[config.mk]
export PLATFORM = sky130hd
export DESIGN_NAME = entrada_coordenadas
export DESIGN_NICKNAME = d
export VERILOG_FILES = /design/src/rtl/entrada_coordenadas_pkg.sv /design/src/rtl/entrada_coordenadas_debounce.sv /design/src/rtl/entrada_coordenadas.sv
export SDC_FILE = /design/constraint.sdc
export NUM_CORES = 1
export LEC_CHECK = 0
export ABC_AREA = 1
export CAP_MARGIN = 20
export CORE_MARGIN = 2
export CORE_UTILIZATION = 56
export DETAILED_ROUTE_END_ITERATION = 10
export PLACE_DENSITY = 0.86
export SLEW_MARGIN = 10
export SYNTH_ARGS = -nofsm -noshare
export SYNTH_HDL_FRONTEND = slang
export SYNTH_SLANG_ARGS = --single-unit
[constraint.sdc]
create_clock -name clk -period 2.33 [get_ports clk]
set_input_delay 0.5825 -clock clk [delete_from_list [all_inputs] [get_ports clk]]
set_output_delay 0.5825 -clock clk [all_outputs]
set_load 0.02 [all_outputs]
[src/rtl/entrada_coordenadas_pkg.sv]
`default_nettype none
// ============================================================================
// Module   : entrada_coordenadas_pkg
// Purpose  : Shared state encoding, one-hot constants and cursor helpers for
//            the coordinate entry controller.
// Revision : 1.0 - initial release
// ============================================================================
package entrada_coordenadas_pkg;

  typedef enum logic [2:0] {
    OFF     = 3'd0,
    MANUAL  = 3'd1,
    SEL_ROW = 3'd2,
    SEL_COL = 3'd3,
    HOLD    = 3'd4
  } state_t;

  localparam logic [2:0] OH_0    = 3'b100;
  localparam logic [2:0] OH_1    = 3'b010;
  localparam logic [2:0] OH_2    = 3'b001;
  localparam logic [2:0] OH_NONE = 3'b000;

  // Cursor index to one-hot line; the unreachable index 3 decodes as 0.
  function automatic logic [2:0] cursor_to_oh(input logic [1:0] cur);
    case (cur)
      2'd1:    cursor_to_oh = OH_1;
      2'd2:    cursor_to_oh = OH_2;
      default: cursor_to_oh = OH_0;
    endcase
  endfunction

  // Rotate 0->1->2->0; an index of 3 is treated as 0 and therefore moves to 1.
  function automatic logic [1:0] cursor_rotate(input logic [1:0] cur);
    case (cur)
      2'd1:    cursor_rotate = 2'd2;
      2'd2:    cursor_rotate = 2'd0;
      default: cursor_rotate = 2'd1;
    endcase
  endfunction

endpackage
`default_nettype wire

[src/rtl/entrada_coordenadas_debounce.sv]
`default_nettype none
// ============================================================================
// Module   : botao_debounce
// Purpose  : Two-flop synchronizer, stable-sample debounce counter and
//            one-cycle press pulse on each debounced rising level.
// Revision : 1.0 - initial release
// ============================================================================
module botao_debounce #(
  parameter int DEBOUNCE_CYCLES = 4
) (
  input  logic clk,
  input  logic rst_n,
  input  logic raw,
  output logic pulse
);

  localparam int CW = $clog2(DEBOUNCE_CYCLES + 1);
  localparam logic [CW-1:0] CNT_LAST = CW'(DEBOUNCE_CYCLES - 1);

  logic          sync1;
  logic          sync2;
  logic          level;
  logic [CW-1:0] cnt;

  // Bring the asynchronous button into the clock domain.
  always_ff @(posedge clk or negedge rst_n) begin
    if (!rst_n) begin
      sync1 <= 1'b0;
      sync2 <= 1'b0;
    end else begin
      sync1 <= raw;
      sync2 <= sync1;
    end
  end

  // Accept a level change after enough consecutive differing samples; the
  // pulse fires in the same edge the level goes high, releases stay silent.
  always_ff @(posedge clk or negedge rst_n) begin
    if (!rst_n) begin
      cnt   <= '0;
      level <= 1'b0;
      pulse <= 1'b0;
    end else begin
      pulse <= 1'b0;
      if (sync2 == level) begin
        cnt <= '0;
      end else if (cnt == CNT_LAST) begin
        cnt   <= '0;
        level <= sync2;
        pulse <= sync2;
      end else begin
        cnt <= cnt + CW'(1);
      end
    end
  end

endmodule
`default_nettype wire

[src/rtl/entrada_coordenadas.sv]
`default_nettype none
// ============================================================================
// Module   : entrada_coordenadas
// Purpose  : Button-driven mode / row / column entry controller producing
//            registered, always-legal decoder selection lines.
// Revision : 1.0 - initial release
// ============================================================================
module entrada_coordenadas
  import entrada_coordenadas_pkg::*;
#(
  parameter int DEBOUNCE_CYCLES = 4
) (
  input  logic       clk,
  input  logic       rst_n,
  input  logic       btn_mode,
  input  logic       btn_next,
  input  logic       btn_ok,
  input  logic       btn_cancel,
  output logic       mode_a,
  output logic       mode_b,
  output logic [2:0] row_oh,
  output logic [2:0] col_oh,
  output logic       valid,
  output logic       commit
);

  logic p_mode, p_next, p_ok, p_cancel;

  botao_debounce #(.DEBOUNCE_CYCLES(DEBOUNCE_CYCLES)) u_db_mode (
    .clk(clk), .rst_n(rst_n), .raw(btn_mode), .pulse(p_mode));
  botao_debounce #(.DEBOUNCE_CYCLES(DEBOUNCE_CYCLES)) u_db_next (
    .clk(clk), .rst_n(rst_n), .raw(btn_next), .pulse(p_next));
  botao_debounce #(.DEBOUNCE_CYCLES(DEBOUNCE_CYCLES)) u_db_ok (
    .clk(clk), .rst_n(rst_n), .raw(btn_ok), .pulse(p_ok));
  botao_debounce #(.DEBOUNCE_CYCLES(DEBOUNCE_CYCLES)) u_db_cancel (
    .clk(clk), .rst_n(rst_n), .raw(btn_cancel), .pulse(p_cancel));

  state_t     state, state_n;
  logic [1:0] row_cur, row_n;
  logic [1:0] col_cur, col_n;
  logic       mode_a_n, mode_b_n, valid_n, commit_n;
  logic [2:0] row_oh_n, col_oh_n;

  // Next state, cursors and the output values derived from the next state.
  always_comb begin
    state_n = state;
    row_n   = row_cur;
    col_n   = col_cur;

    // Only the highest-priority press acts: mode > cancel > ok > next.
    if (p_mode) begin
      case (state)
        OFF:     state_n = MANUAL;
        MANUAL: begin
          state_n = SEL_ROW;
          row_n   = 2'd0;
        end
        default: begin
          state_n = OFF;
          row_n   = 2'd0;
          col_n   = 2'd0;
        end
      endcase
    end else if (p_cancel) begin
      case (state)
        HOLD:    state_n = SEL_COL;
        SEL_COL: state_n = SEL_ROW;
        SEL_ROW: state_n = MANUAL;
        default: state_n = state;
      endcase
    end else if (p_ok) begin
      case (state)
        SEL_ROW: begin
          state_n = SEL_COL;
          col_n   = 2'd0;
        end
        SEL_COL: state_n = HOLD;
        default: state_n = state;
      endcase
    end else if (p_next) begin
      case (state)
        SEL_ROW: row_n = cursor_rotate(row_cur);
        SEL_COL: col_n = cursor_rotate(col_cur);
        default: ;
      endcase
    end

    mode_a_n = 1'b0;
    mode_b_n = 1'b0;
    row_oh_n = OH_NONE;
    col_oh_n = OH_NONE;
    valid_n  = 1'b0;
    case (state_n)
      MANUAL:  mode_b_n = 1'b1;
      SEL_ROW: begin
        mode_a_n = 1'b1;
        row_oh_n = cursor_to_oh(row_n);
      end
      SEL_COL: begin
        mode_a_n = 1'b1;
        row_oh_n = cursor_to_oh(row_n);
        col_oh_n = cursor_to_oh(col_n);
      end
      HOLD: begin
        mode_a_n = 1'b1;
        row_oh_n = cursor_to_oh(row_n);
        col_oh_n = cursor_to_oh(col_n);
        valid_n  = 1'b1;
      end
      default: ;
    endcase
    commit_n = (state_n == HOLD) && (state != HOLD);
  end

  // State, cursors and every output are registered together.
  always_ff @(posedge clk or negedge rst_n) begin
    if (!rst_n) begin
      state   <= OFF;
      row_cur <= 2'd0;
      col_cur <= 2'd0;
      mode_a  <= 1'b0;
      mode_b  <= 1'b0;
      row_oh  <= OH_NONE;
      col_oh  <= OH_NONE;
      valid   <= 1'b0;
      commit  <= 1'b0;
    end else begin
      state   <= state_n;
      row_cur <= row_n;
      col_cur <= col_n;
      mode_a  <= mode_a_n;
      mode_b  <= mode_b_n;
      row_oh  <= row_oh_n;
      col_oh  <= col_oh_n;
      valid   <= valid_n;
      commit  <= commit_n;
    end
  end

endmodule
`default_nettype wire

==> out/summary.md <==
## Floorplan
- 16 — I/O pins
- 62.3 um — Die Span X
- 3880 um^2 — area of the die
- 62.3 um — die height
- 0.575 — starting density of the core
- 3310 um^2 — CORE AREA
- 21 — site row count

## Route
- 4.79 — drt via density
- 2920 um — total length of routed wires
- 56 — initial detailed-routing violation count
- 1309 — via count
- 10.7 um — final routed wire length divided by cell count
- 0 — remaining antenna violation count
- 0 — detailed-route DRC error count
- 4 — drt pass-1 iters

## Clock tree
- 2 — H-tree level count
- 0 — number of cells upsized or downsized after cts
- 5 — number of clock buffers inserted by TritonCTS
- 0.12 ns — CTS clk-pin slew, worst paths
- 2 — maximum buffer depth of the clock tree
- 0.35 ns — clock latency of the later-clocked register in the worst-skew pair
- 0 — setup repair bufs after CTS
- 45 — CTS sink count
- built — CTS tree
- 0 — quantity of hold-fixing buffers added after cts
- sky130_fd_sc_hd__clkbuf_4 — Clock Tree Root

## Critical path
- 2.56 ns — required time of the worst setup path
- 6 — Critical Path Fanout Max
- 2.20 ns — Arr. time, crit path
- flip-flop to flip-flop — critical path start-end classification
- flip-flop — Critical Path Source Type
- flip-flop — category of the worst setup path capture point

## Run status
- completed — result of the run

## Synth
- 20 — number of library cell types mapped by synthesis
- simple AND/OR/NAND/NOR gates — largest family of logic cells by synthesized area
- 203 — Cells after Synth
- 0 — multiplexer area fraction after synthesis
- 217 — Mapped Nets
- 0.0480 — area fraction in compound gates after synthesis
- 0.218 — simple-gate area share of the yosys netlist
- 1900 um^2 — Post-Syn Area
- 0.0184 — Post-Synth XOR/XNOR Area
- 0 — Syn. warnings
- 9.37 um^2 — Post-Synthesis Mean Instance Area
- 0.592 — part of the Yosys area used for sequential elements
- 45 — total of flip-flops plus latches after synthesis
- 0.0526 — Post-Synth Adder-Cell Area

## Placement
- 15 — Port-buffer cells
- 0.827 — global placer's final weighted congestion
- 2140 um — DPL Wire Length
- 265 — placed cells
- 2110 um^2 — cell area after placement

## Power and ir drop
- 1.14 nW — leakage
- 697 uV — largest voltage drop on the vdd net
- 1040 nW/um^2 — power density over the cells

## Timing
- no — RSZ-0062 raised after global routing
- 0 — final number of setup-violating endpoints
- 0.842 — fin crit share
- 0.524 — Max-slew headroom
- 1.96 ns — clock period minus final worst setup slack
- 0.510 GHz — peak clock frequency supported by timing
- 0.715 ns — Least-Margin Pin Slew
- 0.0101 ns — Final Skew
- 0 ns — Total Negative Setup Slacks
- 0 — final count of hold timing violations
- 0 — max-slew violation total from the final report

## Layout
- 0 — Diodes inserted
- 15.7% — post-synthesis to final-layout area growth
- 0.0969 — fraction of final layout cells sized beyond drive strength 1
- 240 — layout net count
- 273 — post-route insts no fill
- 2200 um^2 — Non-Filler Cell Area, Final
- 263 — final-layout fill cell count

## Global routing
- 0 — antenna violations before repair
- 0.182 — GRT Total Usage
- 0 — overflow left after global routing
- 36 — pin count of the biggest net entering global routing
- 1349 — number of global-route vias before repair
- 5500 um — global-route wire length before repair

## Job
- 0 — MaxCap Viol Count

## Worst hold path
- input port to async pin — path category of the worst min-delay check

[final cells by class]
| class | count | area, um^2 | share of cell area |
|---|---|---|---|
| clock buffers | 6 | 51.3 | 0.0233 |
| clock inverters | 2 | 37.5 | 0.0170 |
| inverters | 36 | 135 | 0.0614 |
| multi-input cells | 122 | 642 | 0.291 |
| flip-flops and latches | 45 | 1130 | 0.511 |
| well taps | 46 | 57.6 | 0.0261 |
| repair buffers | 16 | 153 | 0.0693 |
[worst max-delay path, stage by stage, from the launching register on]
cell and delay, ns:
sky130_fd_sc_hd__dfrtp_1 0.45, sky130_fd_sc_hd__inv_1 0.09, sky130_fd_sc_hd__nor2_2 0.13, sky130_fd_sc_hd__nand3_1 0.12
sky130_fd_sc_hd__or2_1 0.24, sky130_fd_sc_hd__a21oi_1 0.19, sky130_fd_sc_hd__nand2_1 0.07, sky130_fd_sc_hd__o21ai_0 0.13
sky130_fd_sc_hd__ha_1 0.29, sky130_fd_sc_hd__a21boi_0 0.13
[metrics by stage]
step	setup slack, ns	hold WS, ns	utilization	total power (W)
after floorplan	0.627	0.287	-	0.00158
after global placement	0.550	0.332	0.638	0.00177
after detailed placement	0.489	0.337	0.638	0.00181
after CTS	0.391	0.281	0.665	0.00231
after global routing	0.208	0.291	0.665	0.00248
final	0.367	0.270	0.665	0.00228
[power by group]
group,switching [W],internal [W]
clock,0.000231,0.000255
combinational,0.000448,0.000283
sequential,0.000112,0.000955
[layer usage]
metal | global-route usage | part of all wire | vias up | wire length (um)
li1 | - | - | 670 | -
met4 | 0.0917 | 0.027 | 0 | 80
met5 | 0 | 0 | - | 0
met2 | 0.306 | 0.51 | 24 | 1490
met1 | 0.218 | 0.42 | 607 | 1240
met3 | 0.0489 | 0.038 | 8 | 111
[registers in the layout, summed over array words and instances, names as in the netlist, 2 cells and up]
| register | count |
|---|---|
| u_db_next.cnt | 3 |
| state | 3 |
| row_oh | 3 |
| row_cur | 2 |
| u_db_cancel.cnt | 3 |
| u_db_ok.cnt | 3 |
| col_cur | 2 |
| col_oh | 3 |
| u_db_mode.cnt | 3 |
[cells in the final DEF (no fill, tap or decap), drive strengths merged]
cell,n
a21boi,3
a21oi,5
buf,2
bufinv,1
clkbuf,6
clkdlybuf4s50,14
clkinvlp,1
dfrtp,45
ha,8
inv,36
nand2,52
nand3,12
nor2,21
nor3,9
o21ai,5
o31ai,2
or2,1
xnor2,4
[cell usage after synthesis]
cell,n,area share
sky130_fd_sc_hd__nor2_1,18,0.036
sky130_fd_sc_hd__o31ai_1,2,0.0079
sky130_fd_sc_hd__o21ai_1,1,0.0026
sky130_fd_sc_hd__nand3_1,10,0.026
sky130_fd_sc_hd__inv_2,2,0.0039
sky130_fd_sc_hd__xnor2_1,4,0.018
sky130_fd_sc_hd__a21boi_0,3,0.012
sky130_fd_sc_hd__nor3_1,8,0.021
sky130_fd_sc_hd__nand2_2,3,0.0099
sky130_fd_sc_hd__nor3_2,1,0.0053
sky130_fd_sc_hd__dfrtp_1,45,0.59
sky130_fd_sc_hd__inv_1,34,0.067
sky130_fd_sc_hd__o21ai_0,3,0.0079
sky130_fd_sc_hd__nor2_2,3,0.0099
sky130_fd_sc_hd__nand2_1,49,0.097
sky130_fd_sc_hd__ha_1,8,0.053
sky130_fd_sc_hd__a21oi_1,5,0.013
sky130_fd_sc_hd__or2_1,1,0.0033
sky130_fd_sc_hd__o21ai_2,1,0.0046
sky130_fd_sc_hd__nand3_2,2,0.011
[path summary, 6_finish.rpt]
check / depth (start not counted) / from / endpoint / slack [ns]
worst max register to register: 9 / state[0] / col_oh[2] / 0.37
worst min-delay path: 1 / rst_n / u_db_ok.cnt[2] / 0.27
max in group asynchronous: 2 / rst_n / row_oh[1] / 1.43
worst max-delay path: 9 / state[0] / col_oh[2] / 0.37
min in group clk: 0 / u_db_next.sync1 / u_db_next.sync2 / 0.36
worst min register to register: 0 / u_db_next.sync1 / u_db_next.sync2 / 0.36
[logic make-up after synthesis]
logic type,after synthesis
xor gates and xnor gates,4
and+or+nand+nor,95
DFF,45
buffers and inverters,36
AOI/OAI and AO/OA,15
adders and majority gates,8
No activity file was read; power rests on OpenSTA's default activity.
==> RTL change 1 (same flow settings) <==
Make the reset (`rst_n`) synchronous in 3 clocked blocks. Comments in the files are not updated.
--- a/src/rtl/entrada_coordenadas_debounce.sv
+++ b/src/rtl/entrada_coordenadas_debounce.sv
@@ -23,7 +23,7 @@
   logic [CW-1:0] cnt;
 
   // Bring the asynchronous button into the clock domain.
-  always_ff @(posedge clk or negedge rst_n) begin
+  always_ff @(posedge clk) begin
     if (!rst_n) begin
       sync1 <= 1'b0;
       sync2 <= 1'b0;
@@ -35,7 +35,7 @@
 
   // Accept a level change after enough consecutive differing samples; the
   // pulse fires in the same edge the level goes high, releases stay silent.
-  always_ff @(posedge clk or negedge rst_n) begin
+  always_ff @(posedge clk) begin
     if (!rst_n) begin
       cnt   <= '0;
       level <= 1'b0;
--- a/src/rtl/entrada_coordenadas.sv
+++ b/src/rtl/entrada_coordenadas.sv
@@ -113,7 +113,7 @@
   end
 
   // State, cursors and every output are registered together.
-  always_ff @(posedge clk or negedge rst_n) begin
+  always_ff @(posedge clk) begin
     if (!rst_n) begin
       state   <= OFF;
       row_cur <= 2'd0;
Check against the original RTL: differs if rst_n is asserted again (counterexample within 10 cycles, from zero or initial values and one cycle with rst_n low); with rst_n held inactive, the same outputs for 10 cycles.
==> RTL change 1 against the original RTL <==
Wire length fell by 2.1%; global-route usage decreased by 0.82 points; worst setup slack improved by 38 ps; sequential cell count stayed put; die area down 1.0%; final area down 1.3%; critical path depth decreased by 8; synthesized area shrank 1.1%.
Power is not compared: it rests on default switching activity, and its combinational part moved more than twofold at a synthesized area within 25%.
==> RTL change 1: results <==
set metrics [dict create \
    status "finished, final reports clean" \
    ys_seq_area_frac 0.479 \
    whs_ps 426 \
    skew_ps 5.10 \
    htreeDepth 2 \
    via_count 1373 \
    ff2ff_path_depth 9 \
    crit_family "buffers and inverters" \
    hold_start "u_db_mode.cnt[0]$_SDFF_PP0_" \
    grtUsageTotal 0.174 \
    nets 269 \
    peakVddDrop_mv 0.413 \
    layout-drive-gt1-share 0.144 \
    leakage_nw 1.01 \
    post_drt_wl_per_cell_um 9.67 \
    clk_path_buf_depth 2 \
    max_stage_delay_ps 640 \
    grt_pass1_vias 1219 \
    r2r_end "row_oh[2]$_SDFF_PN0_" \
    grt_antenna_before_repair 0 \
    cts_resized 0 \
    slowest_stage "clkdlybuf4s50_1" \
    clk_pin_slew_ps 120 \
    hold_end "u_db_mode.cnt[0]$_SDFF_PP0_" \
    relSlewSlack 0.694 \
    drt-initial-drc-count 58 \
    clock-root-buffer "clkbuf_4" \
    portBuffers 15 \
    dpl.hpwl_mm 2.13 \
    numCtsBuffers 5 \
    synthArstFlopShare 0 \
    synth_nets 249 \
    synthTopCellsByCount "45 x dfxtp_1, 41 x nand2_1, 38 x inv_1" \
    crit-reg2reg-launch "u_db_mode.pulse$_SDFF_PP0_" \
    overflow 0 \
    pre_cts_ws_ps 397 \
    insertion_delay_ps 350 \
    crit_arrival_ps 1340 \
    grt_max_degree 15 \
    crit_fanout 1 \
    rrSetupSlack_ps 560 \
    first_pass_iters 5 \
    antenna_cells 0 \
    yosysWarnings 0 \
    yosys-top-cells-area "dfxtp_1 48%, ha_1 9.3%, nand2_1 8.2%" \
    ys_types 26 \
    gp_congestion 0.888 \
    grt_pass1_wl_mm 4.82 \
    synthFlopType "dfxtp_1" \
    hold_path.class "flip-flop to flip-flop" \
    min_delay_path_depth 1 \
    cts_setup_buffers 0 \
    hold_viol_final 0 \
]
RTL change 1: cell count changes in the layout (fill, tap and decap cells not counted), sizes merged, moves of 4 or more:
cell,delta
dfrtp,-45
dfxtp,+45
inv,+9
nor2,+9
ha,+6
nor3,-6
xnor2,-4
RTL change 1: power by group:
group          leakage (nW)  switching, mW  internal, mW
clock network        0.0445          0.239         0.255
logic                 0.602         0.0148        0.0135
registers             0.364        0.00358         0.778
RTL change 1: layout make-up:
type                       count  area (um2)
clock buffer                   6        51.3
inverter                      45         169
multi-input combinational    136         800
sequential                    45         901
fill                         269        1110
tap                           46        57.6
clock inverter                 2        37.5
timing repair buffer          16         158
RTL change 1: stage by stage:
stage / cells / instance area (um2)
detailed placement: 288 / 2080
floorplan: 229 / 1880
global route: 296 / 2170
finish: 296 / 2170
CTS: 296 / 2170
global placement: 288 / 2080
RTL change 1: kinds of logic after synthesis:
logic type | share of synthesized area
AOI/OAI and AO/OA | 0.0558
xor gates and xnor gates | 0.0140
adders and majority gates | 0.0931
buffers and inverters | 0.0964
DFF | 0.479
and+or+nand+nor | 0.262
RTL change 1: per-layer routing:
metal,vias up,share of wire,GRT usage
li1,738,-,-
met1,600,0.45,0.194
met3,9,0.048,0.0580
met5,-,0,0
met4,0,0.030,0.0942
met2,26,0.47,0.292
RTL change 1: worst max path at each step:
stage | from | slack, ps | to | cells past startpoint
3_3_place_gp | rst_n | 470 | u_db_mode.cnt[2]$_SDFF_PP0_ | 4
2_1_floorplan | state[0]$_SDFF_PN0_ | 800 | col_oh[2]$_SDFF_PN0_ | 10
5_1_grt | col_oh[1]$_SDFF_PN0_ | 340 | col_oh[1] | 1
6_report | col_oh[1]$_SDFF_PN0_ | 410 | col_oh[1] | 1
3_5_place_dp | rst_n | 400 | u_db_mode.cnt[1]$_SDFF_PP0_ | 4
4_1_cts | col_oh[1]$_SDFF_PN0_ | 390 | col_oh[1] | 1
==> RTL change 2 (config.mk and constraints unchanged) <==
Made on the original files. `DEBOUNCE_CYCLES` is set to 4 in 2 places; all go to 8.
--- a/src/rtl/entrada_coordenadas_debounce.sv
+++ b/src/rtl/entrada_coordenadas_debounce.sv
@@ -6,7 +6,7 @@
 // Revision : 1.0 - initial release
 // ============================================================================
 module botao_debounce #(
-  parameter int DEBOUNCE_CYCLES = 4
+  parameter int DEBOUNCE_CYCLES = 8
 ) (
   input  logic clk,
   input  logic rst_n,
--- a/src/rtl/entrada_coordenadas.sv
+++ b/src/rtl/entrada_coordenadas.sv
@@ -8,7 +8,7 @@
 module entrada_coordenadas
   import entrada_coordenadas_pkg::*;
 #(
-  parameter int DEBOUNCE_CYCLES = 4
+  parameter int DEBOUNCE_CYCLES = 8
 ) (
   input  logic       clk,
   input  logic       rst_n,
Check against the original RTL: not equivalent (a bounded check fails within 10 cycles, from zero or initial values and one cycle with rst_n low).
==> RTL change 2 against the original RTL <==
Synthesized cell count is 8.9% higher; worst setup slack improved by 88 ps; count of clock-buffer cells in the layout stayed put; largest cell class unchanged; final area is 10% higher; synthesized area increased by 12%; wire length rose by 13%; critical path type unchanged; sequential cell count grew 4.
Power is not compared: it rests on default switching activity, and its combinational part moved more than twofold at a synthesized area within 25%.
==> RTL change 2: results <==
set metrics [dict create \
    synth_nets 235 \
    wl_met2_mm 1.65 \
    fill_cells 297 \
    via_count 1459 \
    crit_arrival_ps 2060 \
    post_drt_wl_per_cell_um 11.3 \
    skew_ps 3.34 \
    synth_compound_area_frac 0.0596 \
    maxUsedRoutingLayer "met4" \
    insertion_delay_ps 300 \
    gr-usage-met1 0.235 \
    clock-root-buffer "clkbuf_8" \
    drt-met1-wl_mm 1.45 \
    status "finished, final reports clean" \
    ys_seq_area_frac 0.573 \
    worstMarginPinSlew_ps 577 \
    avgSynthCellArea_um2 9.68 \
    dp_cells 284 \
    grt_use_met3 0.0613 \
    grt_pass1_vias 1419 \
    ys_types 26 \
    met3_wirelength_um 106 \
    grt_max_degree 50 \
    grt_use_met2 0.312 \
    via_per_inst 5.00 \
    crit-reg2reg-launch "state[1]$_DFF_PN0_" \
    peakVddDrop_mv 0.632 \
    gp_congestion 0.817 \
    dpl-instance-area_um2 2350 \
    synth-adder-area-share 0.0468 \
    drt-initial-drc-count 73 \
    layout-drive-gt1-share 0.148 \
    synthTopCellsByCount "49 x dfrtp_1, 40 x nand2_1, 31 x nor2_1" \
    yosys-top-cells-area "dfrtp_1 57%, nand2_1 7.0%, nor2_1 5.4%" \
    grt_pass1_wl_mm 6.09 \
    nets 257 \
    pre_cts_ws_ps 473 \
    yosys.area_share.xor_xnor 0.0327 \
    crit_fanout 7 \
    clk_pin_slew_ps 80 \
]
-- RTL change 2: worst max-delay path, stage by stage, from the launching register on --
cell      delay (ps)
dfrtp_1          480
inv_2             80
nor2_4           130
nand4_1          190
nand2_1          100
o21ai_0           90
o22ai_1          230
inv_1             80
ha_1             270
a21boi_1         120
-- RTL change 2: area by class of cell --
cell class	instances	area [um2]	share of cell area
repair buffers	16	153	0.0628
flip-flops and latches	49	1230	0.505
clock buffers	6	72.6	0.0299
multi-input cells	144	807	0.332
clock inverters	2	10.0	0.00412
inverters	27	101	0.0417
well taps	48	60.1	0.0247
-- RTL change 2: final timing paths --
kind	slack [ps]	to
max	460	row_oh[2]$_DFF_PN0_
min	350	u_db_mode.sync2$_DFF_PN0_
max reg2reg	460	row_oh[2]$_DFF_PN0_
min reg2reg	350	u_db_mode.sync2$_DFF_PN0_
max in group asynchronous	1580	col_cur[0]$_DFF_PN0_
min in group asynchronous	360	u_db_cancel.cnt[1]$_DFF_PN0_
